`src/rtl/mem_bus_arbiter.sv`:
```
// Two-port round-robin arbiter that owns the shared memory bus. Each access is a
// req/ack handshake holding the strobe for ACCESS_CYCLES cycles, then a one-cycle ack.
module mem_bus_arbiter #(
    parameter int WORD_SIZE     = 16,
    parameter int MEM_ADDR_SIZE = 6,
    parameter int ACCESS_CYCLES = 2
) (
    input  logic                     clock,
    input  logic                     reset,
    input  logic                     req0,
    input  logic                     req1,
    input  logic                     we0,
    input  logic                     we1,
    input  logic [MEM_ADDR_SIZE-1:0] addr0,
    input  logic [MEM_ADDR_SIZE-1:0] addr1,
    input  logic [WORD_SIZE-1:0]     wdata0,
    input  logic [WORD_SIZE-1:0]     wdata1,
    output logic                     ack0,
    output logic                     ack1,
    output logic [WORD_SIZE-1:0]     rdata0,
    output logic [WORD_SIZE-1:0]     rdata1,
    output logic                     mem_read,
    output logic                     mem_write,
    output logic [MEM_ADDR_SIZE-1:0] mem_address_bus,
    output logic [WORD_SIZE-1:0]     data_to_mem,
    input  logic [WORD_SIZE-1:0]     data_from_mem,
    output logic                     busy,
    output logic                     owner
);

    localparam logic [1:0] IDLE   = 2'd0;
    localparam logic [1:0] ACCESS = 2'd1;
    localparam logic [1:0] DONE   = 2'd2;

    localparam int               CNT_W    = (ACCESS_CYCLES > 1) ? $clog2(ACCESS_CYCLES) : 1;
    localparam logic [CNT_W-1:0] CNT_INIT = CNT_W'(ACCESS_CYCLES - 1);

    logic [1:0]               state;
    logic [CNT_W-1:0]         cnt;
    logic                     last_grant;
    logic                     access_we;

    logic                     winner;
    logic                     win_we;
    logic [MEM_ADDR_SIZE-1:0] win_addr;
    logic [WORD_SIZE-1:0]     win_wdata;

    // On a tie the port that did not win last time is served.
    assign winner    = (req0 && req1) ? ~last_grant : req1;
    assign win_we    = winner ? we1    : we0;
    assign win_addr  = winner ? addr1  : addr0;
    assign win_wdata = winner ? wdata1 : wdata0;

    // NOTE: all state updates use non-blocking assignments so every register
    // samples the pre-edge values, independent of statement order.
    always_ff @(posedge clock or negedge reset) begin
        if (!reset) begin
            state           <= IDLE;
            cnt             <= '0;
            last_grant      <= 1'b1;
            access_we       <= 1'b0;
            owner           <= 1'b0;
            busy            <= 1'b0;
            ack0            <= 1'b0;
            ack1            <= 1'b0;
            rdata0          <= '0;
            rdata1          <= '0;
            mem_read        <= 1'b0;
            mem_write       <= 1'b0;
            mem_address_bus <= '0;
            data_to_mem     <= '0;
        end else begin
            case (state)
                IDLE: begin
                    if (req0 || req1) begin
                        owner           <= winner;
                        last_grant      <= winner;
                        cnt             <= CNT_INIT;
                        busy            <= 1'b1;
                        access_we       <= win_we;
                        mem_read        <= ~win_we;
                        mem_write       <= win_we;
                        mem_address_bus <= win_addr;
                        data_to_mem     <= win_we ? win_wdata : '0;
                        state           <= ACCESS;
                    end
                end
                ACCESS: begin
                    if (cnt != '0) begin
                        cnt <= cnt - CNT_W'(1);
                    end else begin
                        if (!access_we) begin
                            if (owner) rdata1 <= data_from_mem;
                            else       rdata0 <= data_from_mem;
                        end
                        if (owner) ack1 <= 1'b1;
                        else       ack0 <= 1'b1;
                        mem_read  <= 1'b0;
                        mem_write <= 1'b0;
                        state     <= DONE;
                    end
                end
                DONE: begin
                    // Requests are not sampled here; a still-high req is taken in IDLE.
                    ack0  <= 1'b0;
                    ack1  <= 1'b0;
                    busy  <= 1'b0;
                    state <= IDLE;
                end
                default: state <= IDLE;
            endcase
        end
    end

    strobe_exclusive: assert property (@(posedge clock) disable iff (!reset)
        !(mem_read && mem_write));
    ack_exclusive: assert property (@(posedge clock) disable iff (!reset)
        !(ack0 && ack1));

endmodule

```
`config.mk`:
```
export PLATFORM = sky130hd
export DESIGN_NAME = mem_bus_arbiter
export DESIGN_NICKNAME = d
export VERILOG_FILES = /design/src/rtl/mem_bus_arbiter.sv
export SDC_FILE = /design/constraint.sdc
export NUM_CORES = 1
export LEC_CHECK = 0
export CAP_MARGIN = 20
export CELL_PAD_IN_SITES_DETAIL_PLACEMENT = 1
export CELL_PAD_IN_SITES_GLOBAL_PLACEMENT = 2
export CORE_MARGIN = 2
export CORE_UTILIZATION = 26
export DETAILED_ROUTE_END_ITERATION = 8
export GPL_ROUTABILITY_DRIVEN = 0
export PLACE_DENSITY = 0.77
export SETUP_SLACK_MARGIN = 0.05
export SYNTH_ARGS = -nofsm -noshare
export SYNTH_HDL_FRONTEND = slang
export SYNTH_SLANG_ARGS = --single-unit
```
`constraint.sdc`:
```
create_clock -name clock -period 2.6 [get_ports clock]
set_clock_uncertainty 0.15 [all_clocks]
set_input_delay 0.39 -clock clock [delete_from_list [all_inputs] [get_ports clock]]
set_output_delay 0.39 -clock clock [all_outputs]
set_load 0.02 [all_outputs]
```
After elaboration in Yosys (flattened, before gate mapping)
Cells that the tools add are included.

word-level totals
  bits in registers = 65
  input bits = 66
  output and inout bits = 60
  word-level logic and storage cells = 64

cells by class
  add/subtract/negate cells = 1
  equality and inequality tests = 6
  multiplexer cells = 23
  bitwise logic cells = 5
  reduce and logical (&&, ||, !) cells = 15

operator list
  operator               number
  $mux W16               2
  $pmux W1 S2            6
  $mux W1                11
  $reduce_and A3 Y1      3
  $ne A2 B2 Y1 const B   4
  $reduce_and A2 Y1      4
  $reduce_and A4 Y1      2
  $mux W6                1
  $reduce_bool A2 Y1     3
  $not A1 Y1             5
  $mux W2                2
  $pmux W2 S2            1
  $eq A2 B1 Y1 const B   1
  $eq A2 B2 Y1 const B   1
  $logic_not A2 Y1       1
  $logic_and A1 B1 Y1    1
  $logic_or A1 B1 Y1     1
  $sub A1 B1 Y1 const B  1

Depth between registers and ports, before layout
  depth in word-level cells = 6
  mapped depth = 6
  mapped depth without buffers = 3

Least setup slack after synthesis
Ideal clock, no wire load.

  kind = register to register
  from = reg owner
  to = reg rdata0[0]
  library setup time = 125 ps
  arrival time = 1644 ps
  required time = 2325 ps
  slack = 681 ps
  stages on the path, launching flop included = 4
  buffers on the path = 1
  clock period less this slack = 1919 ps
  path through = dfrtp_1 nor4_2 buf_4 mux2_2

on the way
  word-level cells in the longest chain between the ends = 2

ends and longest elaborated chain
  item                                line  text
  start, declared                     28    output logic owner
  start signal, assigned              76    owner <= winner;
  $not A1 Y1 (no source line)         --
  $reduce_and A4 Y1 (no source line)  --
  end signal, assigned                94    else rdata0 <= data_from_mem;
  end, declared                       20    output logic [WORD_SIZE-1:0] rdata0,

No other way between the ends.
A chain may end at the register's enable or synchronous reset.

Worst setup path in the final report
  from = reg owner
  to = out owner

No word-level cell between the ends.

==> flow_metrics.py <==
metrics = {
    "status": {
        "run_status": "finished clean",
    },
    "clock_network": {
        "clk_latency_ns": 0.33,
        "post_cts_buffers": 0,
        "clkTransAtPathRegs_ns": 0.06,
        "cts_root_buffer": "clkbuf_8",
        "cts_tree": "done",
        "cts_inserted_buffers": 9,
        "ctsResizeCount": 0,
        "clock_path_buffers": 2,
        "cts_sinks": 65,
        "htreeDepth": 3,
    },
    "finish": {
        "finalInstanceArea_mm2": 0.00454,
        "num_antenna_cells": 0,
        "nNetsFinal": 415,
        "area_delta_synth_final_pct": 58.0,
        "drive_above_1_share": 0.260,
    },
    "synth": {
        "yosys_warnings": 0,
        "syn_inst": 216,
        "synth_seq_area_share": 0.567,
        "yosys.area.top_type": "dfrtp_1",
        "synth-seq-cells": 65,
        "synth_area_leaders": "dfrtp_1 56%, mux2_2 24%, mux2i_1 6.3%",
        "synth_area_mm2": 0.00287,
        "synth_top_area_share": 0.558,
        "syn_area_per_cell_um2": 13.3,
        "yosysUniqueCellTypes": 23,
        "syn_nets": 282,
    },
    "critical_path": {
        "r2r_start": "state[0]$_DFFE_PN0P_",
        "cp_slowest_cell": "clkdlybuf4s50_1",
        "crit_end": "owner",
        "max_stage_delay_ns": 0.66,
        "crit_chain": "clkdlybuf4s50_1",
        "worstSetupEndpointType": "output port",
        "cp.depth": 1,
        "r2r_end": "rdata1[6]$_DFFE_PN0P_",
        "rrSetupSlack_ns": 0.70,
        "critical_path_class": "reg -> out",
        "path_delay_family": "buffers and inverters",
        "reg2reg_depth": 3,
        "critPathLaunchType": "flop",
        "cp_max_fo": 5,
        "startpoint": "owner$_DFFE_PN0P_",
        "arrival_ns": 1.46,
        "crit_buf_inv": 1,
        "cp_data_required_time_ns": 2.06,
    },
    "route": {
        "avgViaCountPerCell": 4.52,
        "first_iter_violations": 64,
        "drtAntennaViolNets": 0,
        "wirelength_um": 7660,
        "drtPass1Iterations": 4,
        "routedWlPerCell_um": 15.5,
        "drc": 0,
        "vias": 2232,
    },
    "timing": {
        "hold_viol_final": 0,
        "period_needed_ns": 2.00,
        "final.setup.tns_ns": 0,
        "rsz0062_at_grt": "false",
        "fin_crit_sh": 0.769,
        "slew_violations": 0,
        "fmax_ghz": 0.500,
        "hold_ws_ns": 0.351,
        "final-setup-viol-count": 0,
        "setup_ws_ns": 0.600,
        "worst_slew_pin_slew_ns": 0.491,
        "slew_headroom": 0.673,
    },
    "placement": {
        "numPortBuffers": 125,
        "dp_hpwl_um": 5710,
        "postPlaceCellArea_mm2": 0.00432,
        "pre_cts_slack_ns": 0.273,
    },
    "pwr": {
        "p_leak_nw": 1.92,
        "power_mw": 5.51,
        "peakVddDrop_uv": 571,
        "power_density_mw_per_mm2": 1220,
    },
    "min_path": {
        "hp-class": "reg -> reg",
    },
    "grt": {
        "grt_pass1_vias": 2456,
        "globalRouteTotalUtil": 0.136,
        "grt_max_degree": 27,
        "antenna_found_initial": 0,
        "grt_pass1_wl_um": 12400,
        "overflow": 0,
    },
    "floorplanning": {
        "start_util": 0.266,
        "row_count": 38,
        "core_mm2": 0.0108,
        "die_w_um": 109,
        "pin_count": 126,
        "die_y_um": 109,
        "dieArea_mm2": 0.0119,
    },
    "run": {
        "drv_cap": 0,
    },
}
timing repair:
| item | 4_1_cts | 5_1_grt |
|---|---|---|
| endpoints found under the hold margin | 20 | 0 |
| endpoints found under the setup margin | 0 | 0 |
| hold buffers | 1 | 0 |
report_power, final:
group	switching [mW]	leakage (nW)	internal, mW
Clock	0.394	0.106	0.535
Sequential	0.342	0.782	1.53
Combinational	1.22	1.03	1.49
Total	1.96	1.92	3.55
flip-flops by register name (all words and copies together), names as in the netlist:
signal / flops
rdata1: 16
mem_write: 1
ack0: 1
mem_address_bus: 6
last_grant: 1
cnt: 1
busy: 1
data_to_mem: 16
rdata0: 16
ack1: 1
owner: 1
state: 2
access_we: 1
mem_read: 1
per-layer routing:
metal,wire (um),vias up,GRT usage
met2,3940,67,0.236
li1,-,1016,-
met4,92,0,0.0467
met1,3160,1139,0.162
met5,0,-,0
met3,472,10,0.0377
cells in the mapped netlist (all sizes together):
library cell and count:
inv 4, mux2 62, a31oi 2, or4 1
buf 8, a21boi 1, o2bb2ai 1, nand2 36
a22o 1, nor2 3, o311ai 1, o21ai 4
o21a 1, mux2i 18, clkbuf 4, nand2b 1
nor3 1, dfrtp 64, or3 1, dfstp 1
nor4 1
logic make-up after synthesis:
family                 Yosys count  share of synthesized area
DFF                             65                      0.567
AOI/OAI and AO/OA               11                     0.0270
buffers and inverters           16                     0.0305
muxes                           80                      0.306
and+or+nand+nor                 44                     0.0697
worst min-delay path by stage:
stage / end / cells after the start / slack (ns) / startpoint
finish: mem_write$_DFFE_PN0P_ / 1 / 0.35 / mem_write$_DFFE_PN0P_
global route: rdata1[1]$_DFFE_PN0P_ / 1 / 0.37 / rdata1[1]$_DFFE_PN0P_
CTS: mem_write$_DFFE_PN0P_ / 1 / 0.36 / mem_write$_DFFE_PN0P_
detailed placement: rdata1[3]$_DFFE_PN0P_ / 1 / 0.23 / reset
global placement: rdata0[3]$_DFFE_PN0P_ / 1 / 0.23 / reset
floorplan: access_we$_DFFE_PN0P_ / 0 / -0.06 / reset
cell type report:
cell class | instances | area, um2
Fill cell | 1160 | 6260
Sequential cell | 65 | 1630
Multi-Input combinational cell | 135 | 1180
Inverter | 4 | 15.0
Clock buffer | 10 | 128
Clock inverter | 6 | 82.6
Tap cell | 140 | 175
Timing Repair Buffer | 134 | 1330
per-stage QoR:
step | std cells | util
final | 494 | 0.420
after global routing | 494 | 0.420
after CTS | 494 | 0.420
after detailed placement | 477 | 0.400
after global placement | 477 | 0.400
after floorplan | 216 | -
cell usage in the layout, fill, tap and decap left out, types with 2 or more instances in the layout:
cell / synthesis / final
buf_4: 2 / 7
clkinv_2: 0 / 3
a31oi_1: 2 / 2
o21ai_0: 4 / 4
mux2i_1: 18 / 18
dfrtp_1: 64 / 64
clkdlybuf4s50_1: 0 / 124
inv_1: 4 / 4
clkbuf_8: 0 / 9
nand2_1: 36 / 36
nor2_1: 3 / 3
bufinv_16: 0 / 2
mux2_2: 62 / 62
(Power assumes the default switching activity.)
